--- src/rtl/uart_alu_pkg.sv ---
// Shared types and constants for the UART ALU packet controller.
package uart_alu_pkg;

  localparam int         WORD_W   = 32;
  localparam int         HDR_LEN  = 4;
  localparam logic [7:0] OPC_ECHO = 8'hEC;
  localparam logic [7:0] OPC_ADD  = 8'hA0;

  typedef enum logic [3:0] {
    ST_HDR0,
    ST_HDR1,
    ST_HDR2,
    ST_HDR3,
    ST_ECHO,
    ST_ECHO_FLUSH,
    ST_ADD_RX,
    ST_ADD_TX,
    ST_DRAIN
  } state_e;

  // Payload byte count: the header bytes are included in len.
  function automatic logic [15:0] payload_len(input logic [15:0] len);
    return (len > 16'(HDR_LEN)) ? (len - 16'(HDR_LEN)) : 16'd0;
  endfunction

endpackage

--- src/rtl/uart_alu_skid.sv ---
// One-entry tx holding register; the owner only loads when the slot is free or draining.
module uart_alu_skid #(
  parameter int W = 8
) (
  input  logic         clk,
  input  logic         rst,
  input  logic         load_i,
  input  logic [W-1:0] data_i,
  output logic [W-1:0] data_o,
  output logic         valid_o,
  input  logic         ready_i
);

  logic [W-1:0] data_q, data_d;
  logic         valid_q, valid_d;

  always_comb begin
    data_d  = data_q;
    valid_d = valid_q;
    if (load_i) begin
      data_d  = data_i;
      valid_d = 1'b1;
    end else if (valid_q && ready_i) begin
      valid_d = 1'b0;
    end
  end

  always_ff @(posedge clk) begin
    if (rst) begin
      data_q  <= '0;
      valid_q <= 1'b0;
    end else begin
      data_q  <= data_d;
      valid_q <= valid_d;
    end
  end

  assign data_o  = data_q;
  assign valid_o = valid_q;

endmodule

--- src/rtl/uart_alu_ctrl.sv ---
// Packet sequencer: parses a 4-byte header from the rx stream, then echoes,
// sums or drains the payload and streams any response to the tx side.
module uart_alu_ctrl
  import uart_alu_pkg::*;
#(
  parameter logic [7:0] OPC_ECHO_P = OPC_ECHO,
  parameter logic [7:0] OPC_ADD_P  = OPC_ADD,
  parameter int         WORD_W_P   = WORD_W
) (
  input  logic       clk,
  input  logic       rst,
  input  logic [7:0] rx_data_i,
  input  logic       rx_valid_i,
  output logic       rx_ready_o,
  output logic [7:0] tx_data_o,
  output logic       tx_valid_o,
  input  logic       tx_ready_i,
  output logic       busy_o,
  output logic       err_o,
  output state_e     dbg_state_o
);

  localparam int NB = WORD_W_P / 8;
  localparam int IW = (NB > 1) ? $clog2(NB) : 1;

  // Handshake: a byte moves on a rising edge where valid && ready; a source
  // never retracts or changes a byte while valid is high and ready is low.
  state_e                state_q, state_d;
  logic [7:0]            opc_q, opc_d;
  logic [7:0]            len_lo_q, len_lo_d;
  logic [15:0]           cnt_q, cnt_d;
  logic [WORD_W_P-1:0]   acc_q, acc_d;
  logic [WORD_W_P-1:0]   opnd_q, opnd_d;
  logic [IW-1:0]         idx_q, idx_d;
  logic [IW:0]           ld_cnt_q, ld_cnt_d;
  logic                  err_q, err_d;

  logic                  rx_ready;
  logic                  rx_fire;
  logic                  tx_fire;
  logic                  skid_load;
  logic [7:0]            skid_data;
  logic [15:0]           p_len;
  logic [WORD_W_P-1:0]   opnd_next;
  logic [WORD_W_P-1:0]   acc_shift;

  assign rx_ready_o = rx_ready && !rst;
  assign rx_fire    = rx_valid_i && rx_ready_o;
  assign tx_fire    = tx_valid_o && tx_ready_i;

  always_comb begin
    state_d   = state_q;
    opc_d     = opc_q;
    len_lo_d  = len_lo_q;
    cnt_d     = cnt_q;
    acc_d     = acc_q;
    opnd_d    = opnd_q;
    idx_d     = idx_q;
    ld_cnt_d  = ld_cnt_q;
    err_d     = 1'b0;
    rx_ready  = 1'b0;
    skid_load = 1'b0;
    skid_data = rx_data_i;
    p_len     = payload_len({rx_data_i, len_lo_q});
    opnd_next = opnd_q | (WORD_W_P'(rx_data_i) << {idx_q, 3'b000});
    acc_shift = acc_q >> {ld_cnt_q[IW-1:0], 3'b000};

    case (state_q)
      ST_HDR0: begin
        rx_ready = 1'b1;
        if (rx_fire) begin
          opc_d   = rx_data_i;
          state_d = ST_HDR1;
        end
      end
      ST_HDR1: begin
        rx_ready = 1'b1;
        if (rx_fire) state_d = ST_HDR2;
      end
      ST_HDR2: begin
        rx_ready = 1'b1;
        if (rx_fire) begin
          len_lo_d = rx_data_i;
          state_d  = ST_HDR3;
        end
      end
      ST_HDR3: begin
        rx_ready = 1'b1;
        if (rx_fire) begin
          cnt_d = p_len;
          if (opc_q == OPC_ECHO_P) begin
            state_d = (p_len == 16'd0) ? ST_HDR0 : ST_ECHO;
          end else if (opc_q == OPC_ADD_P) begin
            acc_d    = '0;
            opnd_d   = '0;
            idx_d    = '0;
            ld_cnt_d = '0;
            state_d  = (p_len == 16'd0) ? ST_ADD_TX : ST_ADD_RX;
          end else begin
            err_d   = 1'b1;
            state_d = (p_len == 16'd0) ? ST_HDR0 : ST_DRAIN;
          end
        end
      end
      ST_ECHO: begin
        rx_ready = !tx_valid_o || tx_ready_i;
        if (rx_fire) begin
          skid_load = 1'b1;
          cnt_d     = cnt_q - 16'd1;
          if (cnt_q == 16'd1) state_d = ST_ECHO_FLUSH;
        end
      end
      ST_ECHO_FLUSH: begin
        if (!tx_valid_o || tx_ready_i) state_d = ST_HDR0;
      end
      ST_ADD_RX: begin
        rx_ready = 1'b1;
        if (rx_fire) begin
          idx_d = idx_q + 1'b1;
          cnt_d = cnt_q - 16'd1;
          // A full word or the final (possibly partial) word folds into acc.
          if (idx_q == IW'(NB - 1) || cnt_q == 16'd1) begin
            acc_d  = acc_q + opnd_next;
            opnd_d = '0;
          end else begin
            opnd_d = opnd_next;
          end
          if (cnt_q == 16'd1) state_d = ST_ADD_TX;
        end
      end
      ST_ADD_TX: begin
        if (ld_cnt_q != (IW+1)'(NB)) begin
          if (!tx_valid_o || tx_ready_i) begin
            skid_load = 1'b1;
            skid_data = acc_shift[7:0];
            ld_cnt_d  = ld_cnt_q + 1'b1;
          end
        end else if (tx_fire) begin
          state_d = ST_HDR0;
        end
      end
      ST_DRAIN: begin
        rx_ready = 1'b1;
        if (rx_fire) begin
          cnt_d = cnt_q - 16'd1;
          if (cnt_q == 16'd1) state_d = ST_HDR0;
        end
      end
      default: state_d = ST_HDR0;
    endcase
  end

  always_ff @(posedge clk) begin
    if (rst) begin
      state_q  <= ST_HDR0;
      opc_q    <= '0;
      len_lo_q <= '0;
      cnt_q    <= '0;
      acc_q    <= '0;
      opnd_q   <= '0;
      idx_q    <= '0;
      ld_cnt_q <= '0;
      err_q    <= 1'b0;
    end else begin
      state_q  <= state_d;
      opc_q    <= opc_d;
      len_lo_q <= len_lo_d;
      cnt_q    <= cnt_d;
      acc_q    <= acc_d;
      opnd_q   <= opnd_d;
      idx_q    <= idx_d;
      ld_cnt_q <= ld_cnt_d;
      err_q    <= err_d;
    end
  end

  uart_alu_skid #(.W(8)) u_skid (
    .clk     (clk),
    .rst     (rst),
    .load_i  (skid_load),
    .data_i  (skid_data),
    .data_o  (tx_data_o),
    .valid_o (tx_valid_o),
    .ready_i (tx_ready_i)
  );

  assign busy_o      = (state_q != ST_HDR0);
  assign err_o       = err_q;
  assign dbg_state_o = state_q;

endmodule

--- config.mk ---
export PLATFORM = sky130hd
export DESIGN_NAME = uart_alu_ctrl
export DESIGN_NICKNAME = d
export VERILOG_FILES = /design/src/rtl/uart_alu_pkg.sv /design/src/rtl/uart_alu_skid.sv /design/src/rtl/uart_alu_ctrl.sv
export SDC_FILE = /design/constraint.sdc
export NUM_CORES = 1
export LEC_CHECK = 0
export CORE_UTILIZATION = 50
export DETAILED_ROUTE_END_ITERATION = 10
export DONT_BUFFER_PORTS = 1
export RECOVER_POWER = 100
export SETUP_SLACK_MARGIN = 0.1
export SYNTH_ARGS = -nofsm -noshare
export SYNTH_HDL_FRONTEND = slang
export SYNTH_SLANG_ARGS = --single-unit
--- constraint.sdc ---
create_clock -name clk -period 10.5 [get_ports clk]
set_clock_uncertainty 0.1 [all_clocks]
set_input_delay 2.625 -clock clk [delete_from_list [all_inputs] [get_ports clk]]
set_output_delay 2.625 -clock clk [all_outputs]
set_load 0.03 [all_outputs]
* Yosys cells after proc, flatten, opt, wreduce, memory -nomap -nowiden
Cells that the tools add are included.
** Cells by class
- $add $sub $neg :: 5
- $lt $le $gt $ge :: 1
- Equality and inequality tests :: 32
- Shift-type cells :: 2
- Multiplexer cells :: 54
- Bitwise operators :: 3
- Reductions and logical operators :: 24
** Operator list (count)
- two-way mux 32 bit :: 7
- one-hot mux 32 bit (2 select lines) :: 2
- two-way mux 4 bit :: 16
- two-way mux 16 bit :: 3
- != test 2 bit (second input constant) :: 18
- one-hot mux 4 bit (9 select lines) :: 1
- adder 32 bit :: 1
- OR 32 bit :: 1
- one-hot mux 16 bit (2 select lines) :: 1
- << shifter 8 x 5 -> 32 bit :: 1
- right shift 32 x 5 -> 8 bit :: 1
- two-way mux 8 bit :: 3
- two-way mux 3 bit :: 6
- == test 16 x 1 -> 1 bit (second input constant) :: 1
- == test 4 x 3 -> 1 bit (second input constant) :: 4
- == test 8 bit (second input constant) :: 2
- > comparator 16 x 3 -> 1 bit (second input constant) :: 1
- zero test 16 bit :: 1
- subtractor 16 x 1 -> 16 bit (second input constant) :: 1
- subtractor 16 x 3 -> 16 bit (second input constant) :: 1
- AND reduction 13 bit :: 1
- AND reduction 6 bit :: 2
- == test 4 x 2 -> 1 bit (second input constant) :: 2
- two-way mux 2 bit :: 4
- other kinds (24) :: 40
** Word-level totals
- Bits in registers :: 115
- Input port bits :: 12
- Output and inout bits :: 16
- Word-level logic and storage cells :: 132

* Longest topological paths before layout
Gate-level depths: netlist of run 1.
- Word-level depth :: 8
- Gate-level depth with buffers :: 13
- Mapped depth without buffers :: 13

* Hierarchy
A second synthesis of run 1 with hierarchy kept.
** Second synthesis, totals
- Cells, all modules :: 871
- Area total of the unflattened synthesis :: 7149.4 µm²
** By module, submodules not included
- uart_alu_ctrl :: times used 1, cells each 841, area an instance 6827.8 µm², seq. area each 2122.0 µm²
- uart_alu_skid :: times used 1, cells each 30, area an instance 321.6 µm², seq. area each 180.2 µm²

* Least setup slack after synthesis of run 1
OpenSTA, ideal clock, no wires.
- Path kind :: input to output
- Start :: input port tx_ready_i
- End :: output port rx_ready_o
- Arrival time :: 3.411 ns
- Required time :: 7.775 ns
- Path slack :: 4.364 ns
- Stages :: 3
- Path buffers :: 0
- Cell sequence :: or3b_1 -> a22o_1 -> nor2b_1
** Between the ends
- Longest elaborated chain between the ends :: 3
** Ends and longest elaborated chain
- start: declaration :: RTL line uart_alu_ctrl.sv:17 : input logic tx_ready_i,
- logical OR 1 bit :: RTL line uart_alu_ctrl.sv:106 : rx_ready = !tx_valid_o || tx_ready_i;
- one-hot mux 1 bit (2 select lines) :: RTL line uart_alu_ctrl.sv:68 : case (state_q)
- logical AND 1 bit :: RTL line uart_alu_ctrl.sv:47 : assign rx_ready_o = rx_ready && !rst;
- end: declaration :: RTL line uart_alu_ctrl.sv:14 : output logic rx_ready_o,
Every way passes these cells.

* Worst setup path in the final report of run 1
- Start :: input port tx_ready_i
- End :: register acc_q[30]
** Between the ends
- Longest elaborated chain between the ends :: 6
- Elaborated cells between the ends (all ways) :: 7
- Those cells by class :: eq/ne (2); mux (1); reduce/logical (4)
** Ends and longest elaborated chain
- logical OR 1 bit * :: RTL line uart_alu_ctrl.sv:106
- one-hot mux 1 bit (2 select lines) * :: RTL line uart_alu_ctrl.sv:68
- logical AND 1 bit * :: RTL line uart_alu_ctrl.sv:47
- logical AND 1 bit * :: RTL line uart_alu_ctrl.sv:48 : assign rx_fire = rx_valid_i && rx_ready_o;
- != test 2 bit (no source line)
- AND reduction 6 bit (no source line) *
- end signal: assignment :: RTL line uart_alu_ctrl.sv:159 : acc_q <= '0;
- end signal: assignment :: RTL line uart_alu_ctrl.sv:169 : acc_q <= acc_d;
- end: declaration :: RTL line uart_alu_ctrl.sv:32 : logic [WORD_W_P-1:0] acc_q, acc_d;
Mark *: on every way between the ends. The rest lies on a longest branch, timed or not.
A chain may end at the register's enable or synchronous reset.

==> out/results.tsv, run 1 <==
stage	metric	value	unit
cts	post-CTS sizing	0	
run_status	status	finished with violations	
detailed_routing	Routed WL	20700	um
grt	vias in the first global route	6301	
grt	largest net degree at the start of global routing	101	
timing	Tightest Pin Transition	2.69	ns
layout	Nets	984	
layout	proportion of layout cells with a drive suffix above 1	4.87	%
timing	worst rel slew slack	-79.5	%
grt	global-route wire length before repair	33000	um
run	Max Cap Viol	2	
timing	Tmin final	6.95	ns
timing	RSZ-0062 raised after global routing	false	
logic_synthesis	Async SR Flop Fraction	0	%
placement	placed cells	1098	
cts	Post-CTS Setup Bufs	0	
logic_synthesis	Synth Cell Area	7600	um^2
placement	RePlAce Congestion	0.902	
cts	clock slew at reported path FFs	0.05	ns
layout	n_diodes	0	
cts	CTS root buf	clkbuf_16	
placement	hpwl dp	14700	um
cts	# hold bufs at CTS	0	
die	Die Y	125	um
logic_synthesis	Cells after Synth	979	
critical_path	kind of end point of the critical path	register	
cts	CTS Sinks	115	
cts	CTS tree	done	
timing	Tcrit/Tclk final	66.2	%
die	Die Wd	125	um
detailed_routing	Initial DRT Pass Iterations	5	
die	die area	15700	um^2
run_status	failing checks	capacitance limit, slew limit	
grt	initial antenna violation count	0	
timing	Max Slew Vio Count	88	
die	site row count	44	
layout	Area growth syn-to-layout	6.75	%
critical_path	CP cell instances	or3b_1 -> a22o_1 -> o211ai_1 -> clkbuf_1 -> nand2b_1 -> nor2_1 -> and3_1 -> mux2i_1 -> nand2_1	
detailed_routing	detailed-route DRC error count	0	
power_and_ir_drop	Worst VDD drop	0.000117	V
die	Top Ports	28	
worst_hold_path	worst hold path type	register to register	
layout	most common cell after layout, fill and taps aside	nor2_1	
critical_path	Worst path slowest cell	clkbuf_1	
logic_synthesis	syn_area_per_cell	7.76	um^2
logic_synthesis	Synth Net Count	1030	
timing	TNS Setup	0	ns
detailed_routing	drt wl/cell	18.4	um
critical_path	CP required	10.69	ns
cts	worst skew pair latency	0.41	ns
layout	Final Util	55.2	%
critical_path	critical path startpoint category	primary input	
power_and_ir_drop	pwr/cell area	134	nW/um^2
logic_synthesis	Post-synth EDFFs	0	
detailed_routing	post-DR vias/cell	6.21	
timing	Setup-failing EPs final	0	
grt	Total GRT Usage	27.0	%
die	starting density of the core	51.7	%
critical_path	critical path peak fanout	69	
timing	maximum clock rate	144	MHz
critical_path	WP data arrival	7.14	ns
die	core box area	14700	um^2
critical_path	Worst Path Buf+Inv	1	
detailed_routing	Initial DRC Count	623	
timing	Final Hold Fails	0	
critical_path	CP peak stage delay	1.94	ns
logic_synthesis	Seq/Total Area, Yosys	30.3	%
cts	Max Buffers Root-to-Sink	2	
critical_path	critical path type	primary input to register	
cts	htree depth	4	
cts	CTS buffer count	17	
logic_synthesis	Netlist cell types	70	
grt	total grt overflow	0	
logic_synthesis	Synth Flop Type	dfxtp_1	
placement	Port Buffer Count	0	
layout	Final Non-Filler Cells	1128	
logic_synthesis	synth warn	0	
detailed_routing	post-route ant nets	0	
detailed_routing	vias	7002	
timing	hold_ws	0.362	ns
critical_path	CP delay by family, top	simple AND/OR/NAND/NOR gates	
power_and_ir_drop	Leak	3.40	nW
layout	commonest non-fill, non-tap cells in the layout	nor2_1, dfxtp_1, a21oi_1	
logic_synthesis	Synth Register Bits	115	
-- final timing paths --
kind	start	end	slack, ns	cells past startpoint
setup reg to reg	dbg_state_o[0]$_SDFFE_PP0P_	acc_q[30]$_SDFFE_PP0P_	4.87	9
hold / removal	opnd_q[31]$_SDFFE_PP0P_	opnd_q[31]$_SDFFE_PP0P_	0.36	1
hold reg to reg	opnd_q[31]$_SDFFE_PP0P_	opnd_q[31]$_SDFFE_PP0P_	0.36	1
setup / recovery	tx_ready_i	acc_q[30]$_SDFFE_PP0P_	3.55	9
-- synth_stat cells, types with 5 or more instances --
library cell	count	area, um^2
or3_1	10	62.6
xnor2_1	19	166
dfxtp_1	115	2300
a22oi_1	15	113
a211oi_1	16	120
nor2_1	146	548
nor3b_1	33	248
a31oi_1	8	50.1
mux4_2	8	180
o21ai_0	47	235
nor2b_1	9	56.3
nand2_1	71	267
xor2_1	15	131
a21oi_1	104	521
o21a_1	8	60.1
clkbuf_1	43	161
nor3_1	28	140
inv_1	16	60.1
o211ai_1	8	60.1
nand2b_1	8	50.1
a21o_1	44	330
mux2i_1	28	280
nand4_1	6	37.5
o21ai_1	11	55.1
nor4_1	6	37.5
nand3_1	21	105
buf_1	9	33.8
and3_1	5	31.3
ha_1	38	475
buf_2	12	60.1
-- kinds of logic after synthesis --
kind of cell	after synthesis	share of synthesized area (%)
XOR/XNOR	34	3.92
AND/OR/NAND/NOR	369	23.5
multiplexers	36	6.06
AO/OA/AOI/OAI	301	25.0
adder cells (fa/ha/maj)	39	6.52
flip-flops	115	30.3
buffers and inverters	85	4.69
-- stage by stage --
stage / worst slack (ns) / cell area [um^2] / total power, mW
after floorplan: 4.36 / 7600 / 0.531
after global placement: 4.29 / 7560 / 0.534
after detailed placement: 4.29 / 7560 / 0.536
after CTS: 4.28 / 8140 / 1.10
after global routing: 3.20 / 8110 / 1.13
final: 3.55 / 8110 / 1.09
-- routing by layer --
layer / vias up / global-route usage, % / part of all wire (%)
li1: 3445 / - / -
met1: 3308 / 37.5 / 47
met2: 231 / 42.7 / 45
met3: 18 / 5.31 / 7.1
met4: 0 / 7.03 / 1.1
met5: - / 0 / 0
-- layout make-up --
cell class                      count  area, um^2
Timing Repair Buffer                4        18.8
Multi-Input combinational cell    779        4930
Clock buffer                       26         529
Tap cell                          184         230
Inverter                           16        60.1
Fill cell                        1439        6590
Sequential cell                   115        2300
Clock inverter                      4        45.0
-- state kept, by name, indices dropped and copies added, names as in the netlist --
register	flops
acc_q	32
opnd_q	32
cnt_q	16
len_lo_q	8
opc_q	8
u_skid.data_o	8
dbg_state_o	4
ld_cnt_q	3
idx_q	2
err_o	1
u_skid.valid_o	1
-- power breakdown --
| group | internal (mW) | total (mW) | switching, mW | leakage [nW] |
|---|---|---|---|---|
| combinational | 0.0272 | 0.0726 | 0.0454 | 2.18 |
| clock | 0.366 | 0.562 | 0.197 | 0.288 |
| sequential | 0.443 | 0.454 | 0.0114 | 0.928 |
(Power assumes the default switching activity.)
==> run 2, diff against run 1 <==
--- a/config.mk
+++ b/config.mk
@@ -8,6 +8,7 @@
 export CORE_UTILIZATION = 50
 export DETAILED_ROUTE_END_ITERATION = 10
 export DONT_BUFFER_PORTS = 1
+export PLACE_DENSITY = 0.68
 export RECOVER_POWER = 100
 export SETUP_SLACK_MARGIN = 0.1
 export SYNTH_ARGS = -nofsm -noshare
==> constraint.sdc (replaced) <==
create_clock -name clk -period 6 [get_ports clk]
set_clock_uncertainty 0.1 [all_clocks]
set_input_delay 1.5 -clock clk [delete_from_list [all_inputs] [get_ports clk]]
set_output_delay 1.5 -clock clk [all_outputs]
set_load 0.03 [all_outputs]
==> out/results.tsv, run 2 (synthesis gave the netlist of run 1 again) <==
stage	metric	value	unit	change
run_status	status	finished with violations		unchanged
run_status	failing checks	DRC, capacitance limit, slew limit		was capacitance limit, slew limit
grt	Total GRT Usage	25.9	%	was 27.0%
detailed_routing	detailed-route DRC error count	4		was 0
worst_hold_path	Worst Hold Path Cells	2		was 1
layout	biggest regs	acc_q (32), opnd_q (32), cnt_q (16)		unchanged
timing	Setup-failing EPs final	0		unchanged
critical_path	crit path from	tx_ready_i		unchanged
detailed_routing	drt wl/cell	17.6	um	was 18.4 um
timing	Max Slew Vio Count	18		was 88
critical_path	critical path type	primary input to register		unchanged
timing	worst rel slew slack	-15.1	%	was -79.5%
placement	Port Buffer Count	0		unchanged
power_and_ir_drop	Pwr Total	1.97	mW	was 1.09 mW
timing	Tmin final	4.02	ns	
detailed_routing	Routed WL	19900	um	was 20700 um
detailed_routing	post-route ant nets	0		unchanged
power_and_ir_drop	pwr/cell area	242	nW/um^2	was 134 nW/um^2
die	site row count	44		unchanged
cts	CTS buffer count	17		unchanged
die	Top Ports	28		unchanged
layout	most common cell after layout, fill and taps aside	nor2_1		unchanged
critical_path	critical path peak fanout	69		unchanged
critical_path	Worst Reg2Reg Path Length in Cells	9		unchanged
critical_path	FF-to-FF Start	dbg_state_o[0]$_SDFFE_PP0P_		unchanged
detailed_routing	Initial DRT Pass Iterations	9		was 5
layout	proportion of layout cells with a drive suffix above 1	5.39	%	was 4.87%
worst_hold_path	Hold EP	acc_q[0]$_SDFFE_PP0P_		was opnd_q[31]$_SDFFE_PP0P_
timing	TNS Setup	0	ns	unchanged
die	core box area	14700	um^2	unchanged
die	die area	15700	um^2	unchanged
cts	clock slew at reported path FFs	0.06	ns	was 0.05 ns
timing	maximum clock rate	249	MHz	
placement	RePlAce Congestion	0.899		was 0.902
cts	CTS root buf	clkbuf_16		unchanged
cts	post-CTS sizing	0		unchanged
power_and_ir_drop	Leak	3.41	nW	was 3.40 nW
critical_path	WP data arrival	4.23	ns	was 7.14 ns
die	Die Wd	125	um	unchanged
grt	largest net degree at the start of global routing	101		unchanged
run	Max Cap Viol	1		was 2
worst_hold_path	worst hold path type	register to register		unchanged
power_and_ir_drop	Worst VDD drop	0.000174	V	was 0.000117 V
timing	Final Hold Fails	0		unchanged
critical_path	Worst R2R End	acc_q[3]$_SDFFE_PP0P_		was acc_q[30]$_SDFFE_PP0P_
cts	worst skew pair latency	0.42	ns	was 0.41 ns
die	Die Y	125	um	unchanged
cts	CTS Sinks	115		unchanged
detailed_routing	Initial DRC Count	656		was 623
cts	Post-CTS Setup Bufs	0		unchanged
layout	commonest non-fill, non-tap cells in the layout	nor2_1, dfxtp_1, a21oi_1		unchanged
detailed_routing	vias	6917		was 7002
placement	hpwl dp	13900	um	was 14700 um
timing	Tightest Pin Transition	1.71	ns	was 2.69 ns
detailed_routing	post-DR vias/cell	6.12		was 6.21
grt	vias in the first global route	6134		was 6301
timing	RSZ-0062 raised after global routing	false		unchanged
grt	total grt overflow	0		unchanged
grt	global-route wire length before repair	32400	um	was 33000 um
cts	CTS tree	done		unchanged
critical_path	CP required	6.21	ns	was 10.69 ns
critical_path	critical path startpoint category	primary input		unchanged
cts	# hold bufs at CTS	0		unchanged
layout	n_diodes	0		unchanged
critical_path	worst reg2reg setup slack	2.20	ns	was 4.87 ns
grt	initial antenna violation count	0		unchanged
cts	Max Buffers Root-to-Sink	2		unchanged
layout	Nets	985		was 984
layout	Area growth syn-to-layout	7.41	%	was 6.75%
worst_hold_path	Hold Crit Start	acc_q[0]$_SDFFE_PP0P_		was opnd_q[31]$_SDFFE_PP0P_
critical_path	kind of end point of the critical path	register		unchanged
timing	Tcrit/Tclk final	67.0	%	
die	starting density of the core	51.7	%	unchanged
cts	htree depth	4		unchanged
[run 2: cell types whose count changed in the layout (fill, tap and decap cells not counted), moves of 2 or more]
| cell | before | now |
|---|---|---|
| clkbuf_8 | 7 | 1 |
| inv_6 | 0 | 2 |
| bufinv_16 | 1 | 3 |
| clkinvlp_4 | 0 | 3 |
| clkinv_4 | 0 | 5 |
| clkinv_2 | 3 | 1 |
| clkbuf_1 | 5 | 3 |
[run 2: power breakdown]
group	switching, mW	total, mW	internal (mW)
clock network	0.383	1.05	0.668
registers	0.0201	0.795	0.775
logic	0.0791	0.127	0.0477
[run 2: how the worst max path moves through the flow]
stage,to,slack (ns)
global placement,acc_q[28]$_SDFFE_PP0P_,1.88
finish,acc_q[3]$_SDFFE_PP0P_,1.98
floorplan,acc_q[28]$_SDFFE_PP0P_,1.90
detailed placement,acc_q[28]$_SDFFE_PP0P_,1.81
CTS,rx_ready_o,2.04
global route,acc_q[2]$_SDFFE_PP0P_,1.74
[run 2: layout make-up]
type	instances	area, um^2
fill	1367	6540
multi-input combinational	779	4920
sequential	115	2300
clock buffer	18	439
tap	184	230
clock inverter	14	179
inverter	16	60.1
timing repair buffer	5	26.3
[run 2: per-stage QoR]
step | instances | util [%] | area, um^2 | worst slack [ns] | hold WS [ns]
final | 1131 | 55.5 | 8160 | 1.98 | 0.381
after global routing | 1131 | 55.5 | 8160 | 1.74 | 0.413
after CTS | 1131 | 55.7 | 8190 | 2.04 | 0.370
after detailed placement | 1099 | 51.5 | 7570 | 1.81 | 0.362
after global placement | 1099 | 51.5 | 7570 | 1.88 | 0.350
after floorplan | 979 | - | 7600 | 1.90 | 0.340
[run 2: layer usage]
layer / up-vias / track usage (%) / wire length, um
met5: - / 0 / 0
met4: 0 / 7.46 / 297
met3: 22 / 5.48 / 1270
met2: 209 / 39.5 / 8710
met1: 3220 / 36.8 / 9590
li1: 3466 / - / -
[run 2: critical path: stages]
cell and delay [ns]:
or3b_1 0.35, a22o_1 0.24, o211ai_1 0.11, buf_4 0.56
nand2b_1 0.52, clkbuf_1 0.58, nor3_1 0.13, a21oi_1 0.14
nor2_1 0.05
==> run 3, diff against run 2 <==
--- a/config.mk
+++ b/config.mk
@@ -8,7 +8,6 @@
 export CORE_UTILIZATION = 50
 export DETAILED_ROUTE_END_ITERATION = 10
 export DONT_BUFFER_PORTS = 1
-export PLACE_DENSITY = 0.68
 export RECOVER_POWER = 100
 export SETUP_SLACK_MARGIN = 0.1
 export SYNTH_ARGS = -nofsm -noshare
==> constraint.sdc (replaced) <==
create_clock -name clk -period 4.1 [get_ports clk]
set_clock_uncertainty 0.1 [all_clocks]
set_input_delay 1.025 -clock clk [delete_from_list [all_inputs] [get_ports clk]]
set_output_delay 1.025 -clock clk [all_outputs]
set_load 0.03 [all_outputs]
==> out/results.tsv, run 3 (synthesis gave the netlist of run 1 again) <==
stage	metric	value	unit	change
run_status	status	finished clean		was finished with violations
timing	hold_ws	0.365	ns	was 0.381 ns
layout	proportion of layout cells with a drive suffix above 1	5.77	%	was 5.39%
grt	Total GRT Usage	27.6	%	was 25.9%
timing	worst rel slew slack	17.9	%	was -15.1%
critical_path	CP required	4.27	ns	was 6.21 ns
run	Max Cap Viol	0		was 1
timing	Tcrit/Tclk final	87.7	%	
timing	Tmin final	3.59	ns	
timing	Setup-failing EPs final	0		unchanged
worst_hold_path	worst hold path type	register to register		unchanged
detailed_routing	post-route ant nets	0		unchanged
detailed_routing	Initial DRC Count	651		was 656
critical_path	most frequent CP cell	o211ai_1		
timing	Tightest Pin Transition	1.23	ns	was 1.71 ns
layout	most common cell after layout, fill and taps aside	nor2_1		unchanged
die	core box area	14700	um^2	unchanged
layout	Area growth syn-to-layout	7.16	%	was 7.41%
die	Top Ports	28		unchanged
critical_path	CP cell instances	nor2_1 -> buf_4 -> a21oi_1 -> inv_1 -> ha_1 -> a211oi_1 -> o211ai_1 -> nand2_1 -> o311ai_0 -> a22oi_1 -> o211ai_1 -> mux2i_1 -> o21ai_0		was or3b_1 -> a22o_1 -> o211ai_1 -> buf_4 -> nand2b_1 -> clkbuf_1 -> nor3_1 -> a21oi_1 -> nor2_1
layout	Nets	991		was 985
grt	global route hottest layer	met2		unchanged
timing	Max Slew Vio Count	0		was 18
cts	CTS buffer count	17		unchanged
grt	total grt overflow	0		unchanged
detailed_routing	post-DR vias/cell	6.22		was 6.12
die	starting density of the core	51.7	%	unchanged
critical_path	Worst Reg2Reg Path Length in Cells	13		was 9
cts	post-CTS sizing	0		unchanged
grt	initial antenna violation count	0		unchanged
die	die area	15700	um^2	unchanged
detailed_routing	vias	7073		was 6917
placement	Port Buffer Count	0		unchanged
cts	clock slew at reported path FFs	0.06	ns	about the same
grt	met3 Use GR	5.65	%	was 5.48%
cts	Max Buffers Root-to-Sink	2		unchanged
critical_path	critical path startpoint category	register		was primary input
layout	n_diodes	0		unchanged
placement	RePlAce Congestion	0.955		was 0.899
placement	placed cells	1105		was 1099
critical_path	FF-to-FF Start	idx_q[0]$_SDFFE_PP0P_		was dbg_state_o[0]$_SDFFE_PP0P_
timing	maximum clock rate	278	MHz	
detailed_routing	Initial DRT Pass Iterations	5		was 9
cts	worst skew pair latency	0.42	ns	about the same
worst_hold_path	Worst Hold Path Cells	1		was 2
grt	largest net degree at the start of global routing	101		unchanged
grt	met1 usage	38.6	%	was 36.8%
critical_path	CP peak stage delay	0.71	ns	was 0.58 ns
placement	post-detailed-placement cell area	7610	um^2	was 7570 um^2
critical_path	WP data arrival	3.77	ns	was 4.23 ns
timing	TNS Setup	0	ns	unchanged
cts	Post-CTS Setup Bufs	0		unchanged
power_and_ir_drop	Pwr Total	2.78	mW	was 1.97 mW
critical_path	Worst path slowest cell	o311ai_0		was clkbuf_1
grt	vias in the first global route	6412		was 6134
power_and_ir_drop	Worst VDD drop	0.000298	V	was 0.000174 V
timing	RSZ-0062 raised after global routing	false		unchanged
critical_path	critical path peak fanout	8		was 69
worst_hold_path	Hold EP	opnd_q[31]$_SDFFE_PP0P_		was acc_q[0]$_SDFFE_PP0P_
critical_path	critical path type	register to register		was primary input to register
grt	global-route wire length before repair	33800	um	was 32400 um
cts	htree depth	4		unchanged
cts	CTS Sinks	115		unchanged
cts	CTS tree	done		unchanged
layout	biggest regs	acc_q (32), opnd_q (32), cnt_q (16)		unchanged
power_and_ir_drop	pwr/cell area	341	nW/um^2	was 242 nW/um^2
die	Die Y	125	um	unchanged
timing	Final Hold Fails	0		unchanged
power_and_ir_drop	Leak	3.39	nW	was 3.41 nW
critical_path	worst reg2reg setup slack	0.51	ns	was 2.20 ns
layout	Final Non-Filler Cells	1137		was 1131
layout	commonest non-fill, non-tap cells in the layout	nor2_1, dfxtp_1, a21oi_1		unchanged
grt	met2 Resource Use GR	42.6	%	was 39.5%
worst_hold_path	Hold Crit Start	opnd_q[31]$_SDFFE_PP0P_		was acc_q[0]$_SDFFE_PP0P_
cts	# hold bufs at CTS	0		unchanged
placement	hpwl dp	15200	um	was 13900 um
cts	CTS root buf	clkbuf_16		unchanged
die	site row count	44		unchanged
die	Die Wd	125	um	unchanged
critical_path	kind of end point of the critical path	register		unchanged
layout	Design Area, Final	8140	um^2	was 8160 um^2
detailed_routing	detailed-route DRC error count	0		was 4
detailed_routing	drt wl/cell	18.7	um	was 17.6 um
detailed_routing	Routed WL	21300	um	was 19900 um
critical_path	Worst R2R End	acc_q[31]$_SDFFE_PP0P_		was acc_q[3]$_SDFFE_PP0P_
## run 3: cell types whose count changed in the layout (fill, tap and decap cells not counted), moves of 2 or more
cell / before / now
clkbuf_1: 3 / 6
bufinv_16: 3 / 1
clkinvlp_4: 3 / 5
clkinv_4: 5 / 3
buf_4: 2 / 4
clkinv_2: 1 / 3
## run 3: final cells by class
cell class / instances / area [um^2]
clock buffer: 17 / 425
clock inverter: 15 / 135
fill: 1378 / 6560
inverter: 16 / 60.1
multi-input combinational: 779 / 4930
sequential: 115 / 2300
tap: 184 / 230
timing repair buffer: 11 / 57.6
## run 3: layer usage
metal	up-vias	part of all wire, %
li1	3463	-
met1	3359	48
met2	215	44
met3	36	4.7
met4	0	2.4
met5	-	0
## run 3: power by group
part	internal (mW)	switching [mW]
Sequential	1.13	0.0251
Clock	0.836	0.589
Combinational	0.0711	0.121
## run 3: worst max path at each step
stage	cells past startpoint	end	from	slack, ns
after floorplan	13	acc_q[28]$_SDFFE_PP0P_	rx_data_i[0]	0.48
after global placement	11	acc_q[31]$_SDFFE_PP0P_	rx_data_i[1]	0.51
after detailed placement	13	acc_q[28]$_SDFFE_PP0P_	rx_data_i[0]	0.50
after CTS	11	acc_q[27]$_SDFFE_PP0P_	idx_q[1]$_SDFFE_PP0P_	0.69
after global routing	11	acc_q[29]$_SDFFE_PP0P_	idx_q[1]$_SDFFE_PP0P_	0.21
final	13	acc_q[31]$_SDFFE_PP0P_	idx_q[0]$_SDFFE_PP0P_	0.51
## run 3: per-stage QoR
step	util [%]	setup slack, ns
final	55.4	0.506
after global routing	55.4	0.210
after CTS	55.6	0.687
after detailed placement	51.8	0.501
after global placement	51.8	0.515
after floorplan	-	0.478
## run 3: worst max-delay path: cells and delay by family (launching register included)
family	cells	cell delay (ns)
AND/OR/NAND/NOR	2	0.26
multiplexers	1	0.19
buffers and inverters	2	0.25
flip-flops	1	0.44
AO/OA/AOI/OAI	7	1.89
adder cells (fa/ha/maj)	1	0.30
